### src/rtl/sync_fifo.sv
// Generic show-ahead FIFO; head entry is presented combinationally on out_dat (zero when empty).
// Latency: a push into an empty FIFO is visible on out_vld/out_dat the cycle after the push.
// Backpressure: in_rdy drops when full unless the head is popped in the same cycle.
module sync_fifo #(
    parameter int WIDTH = 8,
    parameter int DEPTH = 16
) (
    input  logic             core_clk,
    input  logic             arst_n,
    input  logic             in_vld,
    output logic             in_rdy,
    input  logic [WIDTH-1:0] in_dat,
    output logic             out_vld,
    input  logic             out_rdy,
    output logic [WIDTH-1:0] out_dat
);
    localparam int AW = $clog2(DEPTH);

    logic [WIDTH-1:0] mem [DEPTH];
    logic [AW:0]      wr_ptr;
    logic [AW:0]      rd_ptr;
    logic             full;
    logic             push;
    logic             pop;

    // The extra pointer bit separates the full case from the empty case.
    assign full    = (wr_ptr[AW] != rd_ptr[AW]) && (wr_ptr[AW-1:0] == rd_ptr[AW-1:0]);
    assign out_vld = (wr_ptr != rd_ptr);
    assign in_rdy  = !full || out_rdy;
    assign push    = in_vld && in_rdy;
    assign pop     = out_vld && out_rdy;
    assign out_dat = out_vld ? mem[rd_ptr[AW-1:0]] : '0;

    always_ff @(posedge core_clk or negedge arst_n) begin
        if (!arst_n) begin
            wr_ptr <= '0;
            rd_ptr <= '0;
        end else begin
            if (push) wr_ptr <= wr_ptr + (AW+1)'(1);
            if (pop)  rd_ptr <= rd_ptr + (AW+1)'(1);
        end
    end

    always_ff @(posedge core_clk) begin
        if (push) mem[wr_ptr[AW-1:0]] <= in_dat;
    end
endmodule

### src/rtl/adc_frame_capture.sv
// Serial-ADC frame sequencer: runs PIXELS conversions per start pulse, captures N_CH lines, queues samples.
// Latency: 2*CLK_DIV + 2*CLK_DIV*(LEAD_BITS+DATA_W) + 1 cycles per conversion; sample visible the cycle after STORE.
// Backpressure: none toward the ADC; a sample arriving at a full FIFO is dropped and overflow is set.
module adc_frame_capture #(
    parameter int N_CH       = 2,
    parameter int DATA_W     = 12,
    parameter int LEAD_BITS  = 4,
    parameter int CLK_DIV    = 2,
    parameter int PIXELS     = 128,
    parameter int FIFO_DEPTH = 16
) (
    input  logic                           fpga_clk,
    input  logic                           reset,
    input  logic                           start,
    input  logic [N_CH-1:0]                serial_data,
    output logic                           adc_sclk,
    output logic                           adc_cs_n,
    output logic [N_CH*DATA_W-1:0]         out_data,
    output logic                           out_first,
    output logic                           out_valid,
    input  logic                           out_ready,
    output logic                           busy,
    output logic                           frame_done,
    output logic                           overflow,
    output logic [$clog2(PIXELS+1)-1:0]    sample_count
);
    localparam int CNT_W = $clog2(PIXELS+1);
    localparam int DIV_W = (CLK_DIV > 1) ? $clog2(CLK_DIV) : 1;
    localparam int HP_N  = 2*(LEAD_BITS+DATA_W);
    localparam int HP_W  = $clog2(HP_N);

    localparam logic [DIV_W-1:0] DIV_LAST = DIV_W'(CLK_DIV-1);
    localparam logic [HP_W-1:0]  HP_LAST  = HP_W'(HP_N-1);
    localparam logic [CNT_W-1:0] PIX_CNT  = CNT_W'(PIXELS);

    localparam logic [2:0] ST_IDLE  = 3'd0;
    localparam logic [2:0] ST_SETUP = 3'd1;
    localparam logic [2:0] ST_SHIFT = 3'd2;
    localparam logic [2:0] ST_HOLD  = 3'd3;
    localparam logic [2:0] ST_STORE = 3'd4;

    logic [2:0]             state;
    logic [2:0]             state_nxt;
    logic [DIV_W-1:0]       div_cnt;
    logic [HP_W-1:0]        hp_cnt;
    logic                   tick;
    logic [CNT_W-1:0]       count_inc;
    logic                   last_pix;
    logic                   store;
    logic                   fifo_in_rdy;
    logic [DATA_W-1:0]      shreg [N_CH];
    logic [N_CH*DATA_W-1:0] data_cat;

    assign tick      = (state != ST_IDLE) && (div_cnt == DIV_LAST);
    assign count_inc = sample_count + CNT_W'(1);
    assign last_pix  = (count_inc == PIX_CNT);
    assign store     = (state == ST_STORE);
    assign busy      = (state != ST_IDLE);

    always_comb begin
        state_nxt = state;
        case (state)
            ST_IDLE:  if (start) state_nxt = ST_SETUP;
            ST_SETUP: if (tick) state_nxt = ST_SHIFT;
            ST_SHIFT: if (tick && hp_cnt == HP_LAST) state_nxt = ST_HOLD;
            ST_HOLD:  if (tick) state_nxt = ST_STORE;
            ST_STORE: state_nxt = last_pix ? ST_IDLE : ST_SETUP;
            default:  state_nxt = ST_IDLE;
        endcase
    end

    always_ff @(posedge fpga_clk or negedge reset) begin
        if (!reset) begin
            state        <= ST_IDLE;
            div_cnt      <= '0;
            hp_cnt       <= '0;
            adc_sclk     <= 1'b1;
            adc_cs_n     <= 1'b1;
            frame_done   <= 1'b0;
            overflow     <= 1'b0;
            sample_count <= '0;
        end else begin
            state      <= state_nxt;
            frame_done <= 1'b0;
            // Divider restarts on every state change so each state begins on a fresh half-period.
            if (state == ST_IDLE || state_nxt != state || tick)
                div_cnt <= '0;
            else
                div_cnt <= div_cnt + DIV_W'(1);

            case (state)
                ST_IDLE: begin
                    if (start) begin
                        sample_count <= '0;
                        overflow     <= 1'b0;
                        adc_cs_n     <= 1'b0;
                        adc_sclk     <= 1'b1;
                        hp_cnt       <= '0;
                    end
                end
                ST_SHIFT: begin
                    if (tick) begin
                        adc_sclk <= ~adc_sclk;
                        if (hp_cnt == HP_LAST) begin
                            hp_cnt   <= '0;
                            adc_cs_n <= 1'b1;
                        end else begin
                            hp_cnt <= hp_cnt + HP_W'(1);
                        end
                    end
                end
                ST_STORE: begin
                    sample_count <= count_inc;
                    if (!fifo_in_rdy) overflow <= 1'b1;
                    if (last_pix) frame_done <= 1'b1;
                    else          adc_cs_n   <= 1'b0;
                end
                default: ;
            endcase
        end
    end

    // Capture on the edge that raises sclk; lead bits shift out of the top.
    always_ff @(posedge fpga_clk or negedge reset) begin
        if (!reset) begin
            for (int i = 0; i < N_CH; i++) shreg[i] <= '0;
        end else if (state == ST_SHIFT && tick && !adc_sclk) begin
            for (int i = 0; i < N_CH; i++) shreg[i] <= {shreg[i][DATA_W-2:0], serial_data[i]};
        end
    end

    always_comb begin
        data_cat = '0;
        for (int i = 0; i < N_CH; i++) data_cat[i*DATA_W +: DATA_W] = shreg[i];
    end

    sync_fifo #(
        .WIDTH (N_CH*DATA_W+1),
        .DEPTH (FIFO_DEPTH)
    ) u_fifo (
        .core_clk (fpga_clk),
        .arst_n   (reset),
        .in_vld   (store),
        .in_rdy   (fifo_in_rdy),
        .in_dat   ({(sample_count == '0), data_cat}),
        .out_vld  (out_valid),
        .out_rdy  (out_ready),
        .out_dat  ({out_first, out_data})
    );
endmodule

### config.mk
export PLATFORM = sky130hd
export DESIGN_NAME = adc_frame_capture
export DESIGN_NICKNAME = d
export VERILOG_FILES = /design/src/rtl/sync_fifo.sv /design/src/rtl/adc_frame_capture.sv
export SDC_FILE = /design/constraint.sdc
export NUM_CORES = 1
export LEC_CHECK = 0
export BUFFER_PORTS_ARGS = -buffer_cell sky130_fd_sc_hd__buf_2
export CAP_MARGIN = 0
export CORE_MARGIN = 3
export CORE_UTILIZATION = 50
export CTS_CLUSTER_DIAMETER = 40
export DETAILED_ROUTE_END_ITERATION = 16
export PLACE_DENSITY = 0.7
export SKIP_LAST_GASP = 1
export SLEW_MARGIN = 20
export SYNTH_ARGS = -nofsm -noshare
export SYNTH_HDL_FRONTEND = slang
export SYNTH_HIERARCHICAL = 1
export SYNTH_SLANG_ARGS = --single-unit
### constraint.sdc
create_clock -name fpga_clk -period 3.6 [get_ports fpga_clk]
set_input_delay 0.72 -clock fpga_clk [delete_from_list [all_inputs] [get_ports fpga_clk]]
set_output_delay 0.72 -clock fpga_clk [all_outputs]
set_load 0.02 [all_outputs]
==> summary.txt, run 1 <==
Synthesis
  – Top cell type's share of synthesized area: 0.6669
  – Count leader, synth: edfxtp_1
  – Cells after Synth: 854
  – Synthesis warning total: 6
  – Library cells used by synthesis: 55
  – Sequential fraction of the synthesis area: 0.7434
  – Ranking of synthesized cells by area: edfxtp_1 (67%), dfrtp_1 (7.4%), mux4_2 (6.9%)
  – Synth area leader: edfxtp_1
  – EDFF count, synth: 400
  – Post-synth top cells: edfxtp_1 (400), mux4_2 (55), dfrtp_1 (53), a22oi_1 (50), mux4_1 (45)
  – Adder-Cell Fraction of Synth Area: 0.006252
  – Syn Std Cell Area: 0.01801 mm²
  – Synth Net Count: 869
  – Synth Area in Compound Gates: 0.04223
  – Post-Synth XOR/XNOR Area: 0.007710
  – #FFs+latches synth: 455
  – Multiplexer share of the synthesized area: 0.1514
  – Largest family of logic cells by synthesized area: multiplexers
  – Post-Synth Simple-Gate Area: 0.02584
  – Synth Area per Inst: 21.09 µm²
  – Post-synth top flop: edfxtp_1
  – Ys async rst share: 0.1209

Critical path
  – Setup crit end: out_data[9]
  – Worst R2R Start: state[0]
  – Setup crit start kind: flop
  – Worst r2r dst: u_fifo/mem[1][20]
  – CP Class: flop to output port
  – CP startpoint: u_fifo/rd_ptr[0]
  – R2R Setup Slk: 0.84 ns
  – Required time worst endpoint: 2.88 ns
  – Setup crit end kind: output port
  – Crit Path Max Fanout: 44
  – Crit path arrival time: 2.58 ns
  – Worst Reg-to-Reg Cells: 7

Floorplanning
  – Die Y: 195.8 µm
  – Core area: 0.03505 mm²
  – Starting Density: 0.5138
  – IO Count: 45
  – Die area: 0.03834 mm²
  – Die X: 195.8 µm
  – Row cnt: 68

STA
  – Final setup vio count: 0
  – Max-slew violations: 0
  – Hold_ws: 0.2529 ns
  – Fin crit share: 0.9171
  – Worst setup margin: 0.2984 ns
  – FMAX: 0.3029 GHz
  – Setup_tns: 0 ns
  – Hold Fails Final Rpt: 0
  – RSZ-0062 raised after global routing: false
  – Minimum clock period: 3.302 ns
  – Relative slew slack: 0.4571
  – Worst-Margin Slew: 0.8143 ns
  – Worst Skew: 0.02329 ns

Route
  – Via count: 8730
  – Initial DRC Count: 692
  – Avg WL per Cell: 25.15 µm
  – Antenna-violating nets left: 0
  – First drt pass iteration count: 5
  – Residual DRC: 0
  – Via density: 6.058
  – Wirelength, routed: 36.25 mm

Clock tree
  – CTS tree: yes
  – Post-CTS Setup Inserts: 0
  – CTS Hold Bufs: 0
  – CTS Buf Count: 53
  – Clock Sinks: 455
  – Worst-Skew Late Latency: 0.58 ns
  – Clock transition at path regs: 0.05 ns
  – CTS resizes: 0
  – CTS root buf: clkbuf_16
  – Max Root-Sink Buffers: 3
  – # H-tree levels: 2

Finish
  – Nets: 959
  – # diodes: 0
  – Synth-to-Final Area Change: 14.75%
  – Layout cell share with drive strength beyond 1: 0.2738
  – Core Util, Final: 0.5896

Min path
  – Worst hold path type: input pin to asynchronous set/reset pin

Placed design
  – I/O Buffers: 44
  – RD Place Congestion: 0.7824
  – DP Worst Slack: 0.8496 ns
  – Post-DP HPWL: 19.84 mm

Global routing
  – Pin count of the biggest net entering global routing: 45
  – GRT Resource Usage Total: 0.1932
  – Vias in the first global route: 8720
  – First-pass GRT wire length: 55.39 mm
  – Initial antenna violation count: 1
  – Total grt overflow: 0

Power
  – Cell area power density: 714.9 mW/mm²
  – Leakage: 0.007064 µW
  – Max IR drop VDD: 0.0005803 V

Outcome
  – Status: complete, no violations

Flow run
  – Max-cap viol count: 0
## report_power, final
group | switching, µW | internal (µW) | total (µW)
logic | 1890 | 1530 | 3420
clock network | 2040 | 3360 | 5400
registers | 167 | 5790 | 5960
## final cells by class
cell class                 count  area, µm²
inverter                       9      33.78
fill                        2466      14390
sequential                   455      13400
tap                          455      569.3
clock inverter                28      376.6
clock buffer                  69       1416
timing repair buffer          79      633.1
multi-input combinational    346       4242
## worst min path at each step
stage,start,end,depth (start not counted)
final,reset,hp_cnt[0],1
after CTS,reset,hp_cnt[4],1
after detailed placement,hp_cnt[3],hp_cnt[3],1
after floorplan,reset,data_cat[0],0
after global placement,hp_cnt[3],hp_cnt[3],1
after global routing,reset,state[0],1
## routing by layer
layer  part of all wire  vias to the layer above  GRT usage
met3              0.066                       59    0.04345
met4              0.020                        2    0.05360
met2               0.49                      282     0.3078
li1                   -                     3780          -
met5            0.00036                        -          0
met1               0.42                     4607     0.2737
## flip-flops by register name (all words and copies together) (netlist names)
signal and cells:
overflow 1, adc_sclk 1, adc_cs_n 1, frame_done 1, sample_count 8, div_cnt 1, data_cat 24, u_fifo/wr_ptr 5
hp_cnt 5, u_fifo/rd_ptr 5, u_fifo/mem 400, state 3
## layout by cell type (no fill, tap or decap), drive strengths merged, types with 8 or more instances in the layout
cell    netlist  final
a21oi        30     30
and3         17     17
clkbuf       15     69
dfrtp        53     53
mux2         26     26
edfxtp      400    400
ha            9      9
nand2        14     14
bufinv        0      8
inv           9     14
buf          29     79
a22oi        50     50
clkinv        0     10
nor2         13     13
xnor2        12     12
mux4        100    100
o21ai        20     20
## kinds of logic after synthesis
family / Yosys count
mux: 127
compound gates: 116
flops: 455
fa+ha+maj: 9
buf+inv: 53
xor+xnor: 15
simple gates: 79
## per-stage QoR
stage	cells	instance area [µm²]	total power (µW)
after floorplan	854	18010	8657
after global routing	1441	20670	15360
after global placement	1344	18880	9503
after CTS	1441	20670	14940
after detailed placement	1344	18880	9536
final	1441	20670	14780
## worst max-delay path: stages, from the launching register on
cell,delay (ns)
dfrtp_4,0.49
buf_12,0.32
mux4_1,0.63
a22oi_1,0.26
a21oi_1,0.11
buf_2,0.17
Power figures use the tool's default switching activity.
==> run 2, diff against run 1 <==
CORE_MARGIN = 10   (was 3)
==> run 2 against run 1 <==
  * Critical path depth is the same
  * Count of clock-buffer cells in the layout shrank 3
  * Utilization shrank 0.62 points
  * Highest routed layer unchanged
  * Worst hold slack lost 0.031 ns
  * Cell count grew 0.90%
  * Non-clock buffer count grew 6
  * Clock skew grew 0.0015 ns
  * Wire length grew 3.9%
  * Fmax shrank 2.3%
  * Critical endpoint is now out_first
  * Total power grew 0.99%
  * Sequential cell count is the same
  * First-iteration DRC count shrank 10%
==> summary.txt, run 2 (synthesis gave the netlist of run 1 again) <==
STA
  – Hold Fails Final Rpt: 0 (unchanged)
  – RSZ-0062 raised after global routing: false
  – FMAX: 0.2958 GHz (-2.3%)
  – Max-slew violations: 0 (unchanged)
  – Relative slew slack: 0.5041 (+0.04700)
  – Worst Skew: 0.02482 ns (+0.001523 ns)
  – Worst-Margin Slew: 0.7438 ns (-0.07051 ns)
  – Setup_tns: 0 ns (unchanged)
  – Final setup vio count: 0 (unchanged)
  – Fin crit share: 0.9389 (+0.02183)
  – Minimum clock period: 3.380 ns (+0.07859 ns)
  – Hold_ws: 0.2222 ns (-0.03074 ns)

Power
  – Seq pwr share: 0.401 (-0.002)
  – Max IR drop VDD: 0.0005665 V (-2.4%)
  – Switching part of the total: 0.2832 (+0.005956)
  – Leakage: 0.007109 µW (+0.64%)
  – P_int: 10700 µW (+0.16%)
  – Cell area power density: 719.1 mW/mm² (+0.59%)
  – Clk network pwr share: 0.367 (+0.002)
  – Net Switching: 4225 µW (+3.2%)
  – Comb power frac: 0.232 (about the same)

Global routing
  – Vias in the first global route: 9045 (+3.7%)
  – Pin count of the biggest net entering global routing: 58 (+29%)
  – First-pass GRT wire length: 57.06 mm (+3.0%)
  – GRT Resource Usage Total: 0.1707 (-0.02251)
  – Total grt overflow: 0 (unchanged)
  – Initial antenna violation count: 1 (unchanged)

Floorplanning
  – Die Y: 209.8 µm (+7.2%)
  – Core area: 0.03557 mm² (+1.5%)
  – Starting Density: 0.5064 (-0.007447)
  – IO Count: 45 (unchanged)
  – Row cnt: 69 (+1.5%)
  – Die X: 209.8 µm (+7.2%)
  – Die area: 0.04402 mm² (+15%)

Route
  – Via count: 8818 (+1.0%)
  – Antenna-violating nets left: 0 (unchanged)
  – Via density: 6.065 (+0.10%)
  – Avg WL per Cell: 25.90 µm (+3.0%)
  – Residual DRC: 0 (unchanged)
  – Wirelength, routed: 37.66 mm (+3.9%)
  – First drt pass iteration count: 5 (unchanged)
  – Initial DRC Count: 622 (-10%)

Placed design
  – I/O Buffers: 44 (unchanged)
  – RD Place Congestion: 0.7915 (+1.2%)
  – Area after DPL: 0.01890 mm² (+0.11%)
  – Post-DP HPWL: 20.44 mm (+3.0%)

Critical path
  – Worst R2R Start: state[1]
  – Worst Reg-to-Reg Cells: 7 (unchanged)
  – CP Class: flop to output port
  – Worst r2r dst: u_fifo/mem[5][2]
  – Crit path arrival time: 2.66 ns (+0.08 ns)
  – Setup crit end kind: output port
  – Required time worst endpoint: 2.88 ns (about the same)
  – Setup crit start kind: flop
  – R2R Setup Slk: 0.80 ns (-0.04 ns)
  – Crit Path Max Fanout: 24 (-45%)

Finish
  – Synth-to-Final Area Change: 15.21%
  – Area of the multi-input gates: 0.004242 mm² (unchanged)
  – # diodes: 0 (unchanged)
  – Largest register FFs: 400 (unchanged)
  – Sequential cell area: 0.01340 mm² (unchanged)
  – Most frequent cells in the layout: edfxtp_1 (400), mux4_2 (55), clkbuf_16 (53)
  – Nets: 964 (+0.52%)
  – FILL cells: 2553 (+3.5%)
  – Most common cell after layout, fill and taps aside: edfxtp_1
  – Post-route cell area: 0.02075 mm² (+0.40%)
  – Layout cell share with drive strength beyond 1: 0.2850 (+0.01116)

Outcome
  – Status: complete, no violations

Clock tree
  – Clock Sinks: 455 (unchanged)
  – Worst-Skew Late Latency: 0.58 ns (about the same)
  – CTS Buf Count: 52 (-1.9%)
  – CTS root buf: clkbuf_16
  – Clock transition at path regs: 0.06 ns (about the same)
  – Max Root-Sink Buffers: 3 (unchanged)
  – # H-tree levels: 2 (unchanged)
  – CTS tree: yes

Min path
  – Worst hold path type: input pin to asynchronous set/reset pin

Flow run
  – Max-cap viol count: 0 (unchanged)
[run 2: changes by cell type in the layout (fill, tap and decap cells not counted)]
cell        before  now
buf_4           23   30
clkbuf_1        13    9
inv_6            3    6
buf_12          12   10
clkinv_1         6    4
clkinvlp_4       5    7
inv_16           0    2
buf_8            0    1
bufinv_16        8    7
clkbuf_8         3    4
clkinv_8         0    1
inv_8            2    1
[run 2: what timing repair did]
item | 4_1_cts | 5_1_grt
setup endpoints to repair | 0 | 3
gates resized for setup | 0 | 0
setup buffers | 0 | 1
hold buffers | 0 | 0
[run 2: area by class of cell]
cell class	count	area share
inverter	9	0.001628
sequential	455	0.6456
tap	461	0.02780
timing repair buffer	85	0.03184
clock buffer	66	0.06819
multi-input combinational	346	0.2044
clock inverter	32	0.02050
[run 2: routing by layer]
metal,GRT usage,vias to the layer above,part of all wire
li1,-,3786,-
met1,0.2324,4646,0.42
met2,0.2768,325,0.49
met3,0.03356,59,0.072
met4,0.04490,2,0.019
met5,0,-,0.00019
[run 2: stage by stage]
step | cells | power [µW] | utilization | setup WS, ns
3_3_place_gp | 1355 | 9561 | 0.5312 | 0.6760
2_1_floorplan | 854 | 8657 | - | 0.3567
6_report | 1454 | 14920 | 0.5834 | 0.2198
5_1_grt | 1454 | 15500 | 0.5834 | 0.1185
4_1_cts | 1453 | 15050 | 0.5830 | 0.03101
3_5_place_dp | 1355 | 9580 | 0.5312 | 0.6721
[run 2: worst max-delay path by stage]
stage / start / endpoint / slack [ns] / depth (start not counted)
finish: u_fifo/rd_ptr[0] / out_first / 0.22 / 5
global route: u_fifo/rd_ptr[0] / out_data[0] / 0.12 / 5
CTS: u_fifo/rd_ptr[0] / out_data[0] / 0.03 / 5
detailed placement: u_fifo/rd_ptr[0] / out_first / 0.67 / 5
global placement: u_fifo/rd_ptr[0] / out_first / 0.68 / 5
floorplan: state[1] / u_fifo/mem[3][0] / 0.36 / 5
[run 2: critical path: stages (launching register included)]
cell,delay [ns]
dfrtp_4,0.64
buf_12,0.26
mux4_1,0.57
a22oi_1,0.25
a21oi_1,0.18
buf_2,0.19
[run 2: power by group through the flow]
stage | logic (µW) | clock network, µW | registers, µW
finish | 3460 | 5470 | 5990
global route | 3710 | 5780 | 6010
CTS | 3470 | 5560 | 6020
detailed placement | 3450 | 0 | 6130
global placement | 3440 | 0 | 6120
floorplan | 2700 | 0 | 5960
